==> config.mk <==
export PLATFORM = sky130hd
export DESIGN_NAME = frame_select_ctrl
export DESIGN_NICKNAME = d
export VERILOG_FILES = /design/src/rtl/frame_pkg.sv /design/src/rtl/sync_edge_det.sv /design/src/rtl/frame_select_ctrl.sv
export SDC_FILE = /design/constraint.sdc
export NUM_CORES = 1
export LEC_CHECK = 0
export ABC_AREA = 1
export CAP_MARGIN = 30
export CORE_MARGIN = 5
export CORE_UTILIZATION = 57
export DETAILED_ROUTE_END_ITERATION = 7
export GPL_ROUTABILITY_DRIVEN = 0
export PLACE_DENSITY = 0.78
export SLEW_MARGIN = 30
export SYNTH_ARGS = -nofsm -noshare
export SYNTH_HDL_FRONTEND = slang
export SYNTH_SLANG_ARGS = --single-unit
==> constraint.sdc <==
create_clock -name clk_in -period 2 [get_ports clk_in]
set_clock_uncertainty 0.2 [all_clocks]
set_input_delay 0.2 -clock clk_in [delete_from_list [all_inputs] [get_ports clk_in]]
set_output_delay 0.2 -clock clk_in [all_outputs]
set_load 0.02 [all_outputs]
==> src/rtl/frame_pkg.sv <==
// Shared definitions for the frame-select path: controller state encoding,
// default frame/timeout constants and the frame index wrap helper.
package frame_pkg;

  typedef enum logic {
    IDLE = 1'b0,
    REQ  = 1'b1
  } state_t;

  localparam int NUM_FRAMES_DEF  = 8;
  localparam int ACK_TIMEOUT_DEF = 1000000;

  // Next frame slot, wrapping from n-1 back to 0.
  function automatic int unsigned wrap_inc(int unsigned v, int unsigned n);
    return (v == n - 1) ? 0 : v + 1;
  endfunction

endpackage

==> src/rtl/sync_edge_det.sv <==
// Two-flop synchroniser for a slow asynchronous level, followed by a
// registered one-cycle pulse on each synchronised rising edge.
module sync_edge_det (
  input  logic clk,
  input  logic rst_n,
  input  logic din,
  output logic rise
);

  logic s1;
  logic s2;
  logic s3;

  // s1/s2 form the metastability guard; s3 holds the previous settled level.
  always_ff @(posedge clk or negedge rst_n) begin
    if (!rst_n) begin
      s1   <= 1'b0;
      s2   <= 1'b0;
      s3   <= 1'b0;
      rise <= 1'b0;
    end else begin
      s1   <= din;
      s2   <= s1;
      s3   <= s2;
      rise <= s2 & ~s3;
    end
  end

endmodule

==> src/rtl/frame_select_ctrl.sv <==
// Frame-select controller: turns each frame_clk rising edge into a req/ack
// handshake with the capture writer and advances frame_sel on each ack.
module frame_select_ctrl
  import frame_pkg::*;
#(
  parameter int NUM_FRAMES  = NUM_FRAMES_DEF,
  parameter int FRAME_W     = 3,
  parameter int ACK_TIMEOUT = ACK_TIMEOUT_DEF,
  parameter int TO_W        = 20
) (
  input  logic               clk_in,
  input  logic               rst,
  input  logic               frame_clk,
  input  logic               freeze,
  input  logic               frame_ack,
  input  logic               clr_flags,
  output logic               frame_req,
  output logic [FRAME_W-1:0] frame_sel,
  output logic               frame_tick,
  output logic               overrun,
  output logic               timeout
);

  // Handshake: frame_req rises on an accepted tick and stays high until the
  // cycle frame_ack is sampled high or the timeout expires; frame_ack is only
  // looked at while the request is outstanding.
  state_t          state;
  logic [TO_W-1:0] to_cnt;
  logic            in_req;
  logic            ack_ok;
  logic            to_hit;
  logic            set_ov;

  sync_edge_det u_sync (
    .clk   (clk_in),
    .rst_n (rst),
    .din   (frame_clk),
    .rise  (frame_tick)
  );

  assign in_req = (state == REQ);
  assign ack_ok = in_req && frame_ack;
  // An ack in the final counted cycle still completes the frame.
  assign to_hit = in_req && !frame_ack && (to_cnt == TO_W'(ACK_TIMEOUT - 1));
  assign set_ov = in_req && frame_tick;

  always_ff @(posedge clk_in or negedge rst) begin
    if (!rst) begin
      state     <= IDLE;
      frame_req <= 1'b0;
      frame_sel <= '0;
      to_cnt    <= '0;
      overrun   <= 1'b0;
      timeout   <= 1'b0;
    end else begin
      overrun <= set_ov | (overrun & ~clr_flags);
      timeout <= to_hit | (timeout & ~clr_flags);
      case (state)
        IDLE: begin
          if (frame_tick && !freeze) begin
            state     <= REQ;
            frame_req <= 1'b1;
            to_cnt    <= '0;
          end
        end
        REQ: begin
          to_cnt <= to_cnt + 1'b1;
          if (ack_ok) begin
            state     <= IDLE;
            frame_req <= 1'b0;
            frame_sel <= FRAME_W'(wrap_inc(32'(frame_sel), NUM_FRAMES));
          end else if (to_hit) begin
            state     <= IDLE;
            frame_req <= 1'b0;
          end
        end
        default: begin
          state     <= IDLE;
          frame_req <= 1'b0;
        end
      endcase
    end
  end

endmodule
=== After elaboration in Yosys (flattened, before gate mapping) ===
Index checks and enable logic that the tools add are counted.

* Flip-flop bits (word level): 31
* Input port bits: 6
* Output and inout port bits: 7
* Word-level logic and storage cells: 44

* Add/subtract/negate cells: 2
* Eq/ne operators: 4
* Mux-type cells: 11
* Bitwise operators: 8
* Reductions and logical operators: 9

{| class="wikitable"
|+ Operators with widths
! operator !! count
|-
| one-hot mux 20 bit (2 select lines) || 1
|-
| adder 20 x 1 -> 20 bit, second input constant || 1
|-
| == test 20 bit, second input constant || 1
|-
| two-way mux 20 bit || 1
|-
| two-way mux 1 bit || 6
|-
| logical AND 1 bit || 5
|-
| one-hot mux 1 bit (2 select lines) || 2
|-
| AND reduction 2 bit || 2
|-
| adder 3 x 1 -> 3 bit, second input constant || 1
|-
| bitwise AND 1 bit || 3
|-
| == test 3 bit, second input constant || 1
|-
| two-way mux 3 bit || 1
|-
| inequality test 3 x 1 -> 1 bit, second input constant || 1
|-
| NOT 1 bit || 3
|-
| logical NOT 1 bit || 2
|-
| inequality test 2 bit, second input constant || 1
|-
| OR 1 bit || 2
|}

=== Logic depth before layout (Yosys ltp) ===
Gate-level depths: netlist of run 1.

* Depth after elaboration: 6
* Mapped depth: 8
* Depth with buffers taken out: 8

=== By module ===
Synthesis of run 1 repeated with hierarchy kept, for this count alone.

* Cells, all modules: 197
* Area total of the unflattened synthesis: 1634.1 µm²

{| class="wikitable"
|+ By module, submodules not included
! module !! instances !! cells an instance !! area an instance (µm²) !! seq. area each (µm²)
|-
| frame_select_ctrl || 1 || 191 || 1524.0 || 675.6
|-
| sync_edge_det || 1 || 6 || 110.1 || 100.1
|}

=== Worst setup path after synthesis of run 1 ===
Ideal clock, no wire load.

* Path kind: flip-flop to flip-flop
* Start point: register frame_sel[0]
* End point: register frame_sel[2]
* Setup time: 125 ps
* Data arrival time: 1181 ps
* Data required time: 1675 ps
* Setup slack: 495 ps
* Cell stages (with the launch flop): 4
* Path buffers: 0
* Clock period less this slack: 1505 ps
* Cells stage by stage: dfrtp_1 ha_1 ha_1 mux2_2

* Word-level cells in the longest chain between the ends: 2
* Elaborated cells between the ends (all ways): 3
* Those cells by class: add/sub (1); eq/ne (1); mux (1)

{| class="wikitable"
|+ RTL lines
! item !! line !! RTL
|-
| start, declared || frame_select_ctrl.sv:18 || <nowiki>output logic [FRAME_W-1:0] frame_sel,</nowiki>
|-
| start signal, assigned || frame_select_ctrl.sv:71 || <nowiki>frame_sel <= FRAME_W'(wrap_inc(32'(frame_sel), NUM_FRAMES));</nowiki>
|-
| adder 3 x 1 -> 3 bit or == test 3 bit (tied branches) || frame_pkg.sv:15 || <nowiki>return (v == n - 1) ? 0 : v + 1;</nowiki>
|-
| two-way mux 3 bit (*) || frame_pkg.sv:15 ||
|}

Mark *: on every way between the ends. The rest lies on a longest branch, timed or not.
A chain may end at the register's enable or synchronous reset.

=== Worst setup path after layout of run 1 ===
* Start point: register u_sync.rise
* End point: output frame_tick

{| class="wikitable"
|+ RTL lines
! item !! line !! RTL
|-
| start, declared || sync_edge_det.sv:7 || <nowiki>output logic rise</nowiki>
|-
| start signal, assigned || sync_edge_det.sv:25 || <nowiki>rise <= s2 & ~s3;</nowiki>
|-
| end, declared || frame_select_ctrl.sv:19 || <nowiki>output logic frame_tick,</nowiki>
|}

No word-level cell between the ends.

==> results of run 1 <==
metal layers:
layer,track usage,up-vias,routed length [um]
met4,0.0779,0,99
met3,0.0806,19,206
met5,0,-,0
met1,0.238,655,1540
met2,0.310,50,1710
li1,-,721,-
stage by stage:
| stage | utilization | std cells | hold slack, ns | power [W] |
|---|---|---|---|---|
| floorplan | - | 216 | -0.296 | 0.000941 |
| global placement | 0.656 | 259 | 0.148 | 0.00106 |
| detailed placement | 0.656 | 259 | 0.142 | 0.00108 |
| CTS | 0.693 | 267 | 0.0478 | 0.00169 |
| global route | 0.693 | 267 | 0.0511 | 0.00178 |
| finish | 0.693 | 267 | 0.0362 | 0.00168 |
state kept, by name (all words and copies together), names as in the netlist:
signal	flops
u_sync.s2	1
u_sync.rise	1
u_sync.s3	1
frame_sel	3
overrun	1
timeout	1
frame_req	1
in_req	1
to_cnt	20
u_sync.s1	1
worst reg2reg max path, cell delays in order (launching register included):
cell	delay, ns
dfrtp_1	0.63
inv_2	0.15
nor2_2	0.24
nand3_2	0.14
nor2_2	0.14
nand2_1	0.08
nand2_1	0.06
o21ai_1	0.06
worst max-delay path by stage:
stage                                  start                        to  cells past startpoint  slack [ns]
global placement            in_req$_DFF_PN0_    to_cnt[14]$_DFFE_PN0P_                      7        0.32
detailed placement          in_req$_DFF_PN0_    to_cnt[12]$_DFFE_PN0P_                      7        0.24
global route                in_req$_DFF_PN0_    to_cnt[14]$_DFFE_PN0P_                      7        0.03
CTS                    u_sync.rise$_DFF_PN0_                frame_tick                      1        0.19
finish                 u_sync.rise$_DFF_PN0_                frame_tick                      1        0.20
floorplan           frame_sel[0]$_DFFE_PN0P_  frame_sel[2]$_DFFE_PN0P_                      3        0.49
power by group:
part	leakage, nW	switching, W	internal (W)
clock	0.0525	0.000222	0.000390
sequential	0.414	0.0000795	0.000696
combinational	0.421	0.000157	0.000139
total	0.887	0.000458	0.00122
logic make-up (layout without fill, tap and decap cells):
kind of cell	count (synthesis)	after routing	share of synthesized area
and+or+nand+nor	129	129	0.364
buffers and inverters	33	53	0.0788
DFF	31	31	0.465
muxes	1	1	0.00676
adders and majority gates	3	3	0.0225
AOI/OAI and AO/OA	19	19	0.0623
cells in the mapped netlist (all sizes together):
cell and n:
or2 1, inv 31, ha 3, a21oi 3, a22o 1, o21bai 2, nand4 5, o21ai 13
nor2 28, nand3 23, nor3 4, mux2 1, nand3b 1, buf 2, nand2 67, dfrtp 31
layout by cell type, fill, tap and decap left out, drive strengths merged:
cell type	synthesis	layout
nor3	4	4
nand4	5	5
nand3	23	23
ha	3	3
bufinv	0	2
o21ai	13	13
or2	1	1
o21bai	2	2
buf	2	2
nand3b	1	1
inv	31	31
a22o	1	1
nor2	28	28
clkdlybuf4s50	0	12
dfrtp	31	31
a21oi	3	3
nand2	67	67
clkbuf	0	6
mux2	1	1
cell type report:
class                   instances  area [um2]
clock buffers                   6        41.3
clock inverters                 2        60.1
fillers                       236         855
inverters                      31         116
multi-input cells             152         759
flip-flops and latches         31         776
well taps                      31        38.8
repair buffers                 14         135
==> flow_summary.json, run 1 <==
{
  "finalInstanceArea_um2": 1930,
  "finalWorstSetupSlack_ns": 0.198,
  "critPathKind": "flop to primary output",
  "rr_startpoint": "in_req$_DFF_PN0_",
  "cts_setup_buffers": 0,
  "synth_area_um2": 1670,
  "antenna_found_initial": 0,
  "drive_above_1_share": 0.131,
  "vias": 1445,
  "die_x_um": 64.1,
  "antennaDiodeCount": 0,
  "clockBufferDepth": 2,
  "finalSetupTns_ns": 0,
  "p_leak_nw": 0.887,
  "place_ws_ns": 0.237,
  "row_count": 19,
  "cts-buffers-inserted": 5,
  "yosys.area.top_type": "dfrtp_1",
  "crit_path_start_kind": "flop",
  "synth_seq_cells": 31,
  "cts_root_buf": "clkbuf_4",
  "reg2reg_depth": 7,
  "setup_violations": 0,
  "vias_per_cell": 5.41,
  "synth_cells": 216,
  "drc": 1,
  "max_slew_margin": 0.697,
  "peakVddDrop_mv": 0.848,
  "die_h_um": 64.1,
  "cts_sinks": 31,
  "grt_pass1_wl_mm": 6.23,
  "dpl.hpwl_mm": 2.65,
  "synth_top_area_share": 0.465,
  "worstPathCellList": "clkdlybuf4s50_1",
  "period_share": 0.901,
  "ys_types": 23,
  "syn_avg_cell_area_um2": 7.72,
  "ioPinCount": 13,
  "crit_fanout": 4,
  "powerDensity_nw_per_um2": 874,
  "grt_start_max_net_pins": 32,
  "outcome": "complete, but fails checks",
  "synth_area_leaders": "dfrtp_1 47%, nand2_1 14%, inv_1 6.5%",
  "cts_resized": 0,
  "rsz0062_at_grt": "no",
  "dieArea_um2": 4100,
  "report.final.slew_viol_count": 0,
  "nets": 244,
  "arrival_ns": 1.40,
  "insertion_delay_ns": 0.34,
  "fmax_ghz": 0.555,
  "slowest_delay_ns": 0.64,
  "worstPathRequired_ns": 1.60,
  "critPathBufInv": 1,
  "htree_levels": 2,
  "hold_viol_final": 0,
  "postCtsHoldBufs": 0,
  "worstMarginPinSlew_ns": 0.454,
  "ys_seq_area_frac": 0.465,
  "ant_nets": 0,
  "initial_core_util": 0.599,
  "drt-total-wl_mm": 3.55,
  "grt.overflow.total": 0,
  "cts_tree": "built",
  "io_buffers": 12,
  "max_cap_viol_count": 0,
  "r2r_end": "to_cnt[12]$_DFFE_PN0P_",
  "place_area_um2": 1830,
  "hp-class": "input pin to async pin",
  "crit_family": "buffers and inverters",
  "yosys_warnings": 0,
  "violations": "design-rule violations",
  "crit_path_end_kind": "primary output",
  "post-route-min-period_ns": 1.80,
  "dr.first_iter.drc_count": 137,
  "syn-num-nets": 225,
  "syn2layout_area_growth_pct": 15.6,
  "grt_util_all_layers": 0.197,
  "crit_slowest_cell": "clkdlybuf4s50_1",
  "grt_pass1_vias": 1388,
  "wl_per_cell_um": 13.3,
  "rrSetupSlack_ns": 0.21,
  "path_clk_slew_ns": 0.11,
  "coreArea_um2": 2780,
  "firstDrtPassIters": 8
}
(Power assumes the default switching activity.)
==> run 2, diff against run 1 <==
Settings changed: PLACE_DENSITY 0.78 to 0.89.
==> run 2 against run 1 <==
  * The flow now finishes without violations
  * Final area is 0.65% lower
  * First-iteration DRC count is 53% lower
  * Combinational power about the same
  * Clock-buffer cell count decreased by 1
  * Sequential cell count stayed put
  * Total power is 7.5% lower
  * Global-route usage down 2.2 points
  * Sequential share of layout area up 0.26 points
  * Hold slack got worse by 0.0037 ns
  * Routed wire length shrank 9.3%
  * Via count is 0.97% lower
  * Critical path type unchanged
  * Highest routed layer unchanged
==> flow_summary.json, run 2 (synthesis gave the netlist of run 1 again) <==
{
  "outcome": "finished clean",
  "final_common_cell": "nand2_1",
  "grt_util_all_layers": 0.174,
  "peakVddDrop_mv": 0.859,
  "syn2layout_area_growth_pct": 14.9,
  "place_area_um2": 1830,
  "wl_per_cell_um": 12.0,
  "die_h_um": 64.1,
  "cts_sinks": 31,
  "worstPathCellList": "clkdlybuf4s50_1",
  "postLayoutCoreUtil": 0.688,
  "largest_register_ffs": 20,
  "rsz0062_at_grt": "no",
  "grt_start_max_net_pins": 32,
  "dr.first_iter.drc_count": 64,
  "vias": 1431,
  "period_share": 0.908,
  "ant_nets": 0,
  "layout_common_cells": "63 x nand2_1, 31 x dfrtp_1, 29 x inv_1",
  "antennaDiodeCount": 0,
  "drt-total-wl_mm": 3.22,
  "arrival_ns": 1.42,
  "fmax_ghz": 0.551,
  "crit_family": "buffers and inverters",
  "fillers": 229,
  "regArea_um2": 776,
  "grt.overflow.total": 0,
  "critPathBufInv": 1,
  "p_leak_nw": 0.885,
  "postCtsHoldBufs": 0,
  "powerDensity_nw_per_um2": 813,
  "htree_levels": 2,
  "report.final.slew_viol_count": 0,
  "slowest_delay_ns": 0.65,
  "initial_core_util": 0.599,
  "dpl.hpwl_mm": 2.50,
  "drc": 0,
  "drive_above_1_share": 0.139,
  "max_slew_margin": 0.744,
  "coreArea_um2": 2780,
  "crit_slowest_cell": "clkdlybuf4s50_1",
  "insertion_delay_ns": 0.34,
  "finalInstanceArea_um2": 1910,
  "vias_per_cell": 5.34,
  "multiInputGateArea_um2": 759,
  "cts_root_buf": "clkbuf_4",
  "finalSetupTns_ns": 0,
  "power.total_w": 0.00156,
  "dieArea_um2": 4100,
  "rrSetupSlack_ns": 0.32,
  "clockBufferDepth": 2,
  "ioPinCount": 13,
  "holdWs_ns": 0.0324,
  "critPathKind": "flop to primary output",
  "worstMarginPinSlew_ns": 0.384,
  "cts_setup_buffers": 0,
  "antenna_found_initial": 0,
  "max_cap_viol_count": 0,
  "crit_path_start_kind": "flop",
  "crit_path_end_kind": "primary output",
  "hp-class": "input pin to async pin",
  "die_x_um": 64.1,
  "row_count": 19,
  "grt_pass1_wl_mm": 5.71,
  "path_clk_slew_ns": 0.10,
  "crit_fanout": 4,
  "cts_resized": 0,
  "setup_violations": 0,
  "post-route-min-period_ns": 1.82,
  "io_buffers": 12,
  "hold_viol_final": 0,
  "cts_tree": "built",
  "firstDrtPassIters": 4,
  "nets": 245,
  "top_regs": "to_cnt: 20 flops, frame_sel: 3 flops",
  "grt_pass1_vias": 1364,
  "worstPathRequired_ns": 1.60,
  "cts-buffers-inserted": 5,
  "largest-register": "to_cnt"
}
run 2: cell types whose count changed in the layout (fill, tap and decap cells not counted), sizes merged:
cell / previous run / this run
bufinv: 2 / 1
buf: 2 / 3
clkinv: 0 / 2
clkbuf: 6 / 5
run 2: through the flow:
stage                     cells  setup WS [ns]
after global placement      260          0.398
after global routing        268          0.145
after floorplan             216          0.495
after detailed placement    260          0.374
final                       268          0.184
after CTS                   268          0.181
run 2: power by group:
part / leakage (nW) / total (W) / switching (W) / internal [W]
Clock: 0.0452 / 0.000485 / 0.000223 / 0.000263
Combinational: 0.426 / 0.000298 / 0.000157 / 0.000140
Sequential: 0.414 / 0.000773 / 0.0000772 / 0.000696
Total: 0.885 / 0.00156 / 0.000458 / 0.00110
run 2: final timing paths:
kind / start / end / cells after the start
max: frame_sel[0]$_DFFE_PN0P_ / frame_sel[0] / 1
min: rst / to_cnt[13]$_DFFE_PN0P_ / 2
max reg2reg: to_cnt[1]$_DFFE_PN0P_ / to_cnt[8]$_DFFE_PN0P_ / 8
min reg2reg: u_sync.s1$_DFF_PN0_ / u_sync.s2$_DFF_PN0_ / 0
max in group asynchronous: rst / to_cnt[14]$_DFFE_PN0P_ / 2
min in group clk_in: frame_clk / u_sync.s1$_DFF_PN0_ / 1
run 2: layout make-up:
type / count / area share
tap: 31 / 0.0203
inverter: 31 / 0.0608
multi-input combinational: 152 / 0.397
timing repair buffer: 15 / 0.0745
sequential: 31 / 0.405
clock buffer: 5 / 0.0196
clock inverter: 3 / 0.0229
run 2: routing by layer:
layer	GRT usage	share of wire	wire length [um]
met3	0.0578	0.045	145
met4	0.0935	0.021	67
met5	0	0	0
met1	0.222	0.47	1510
met2	0.261	0.47	1510
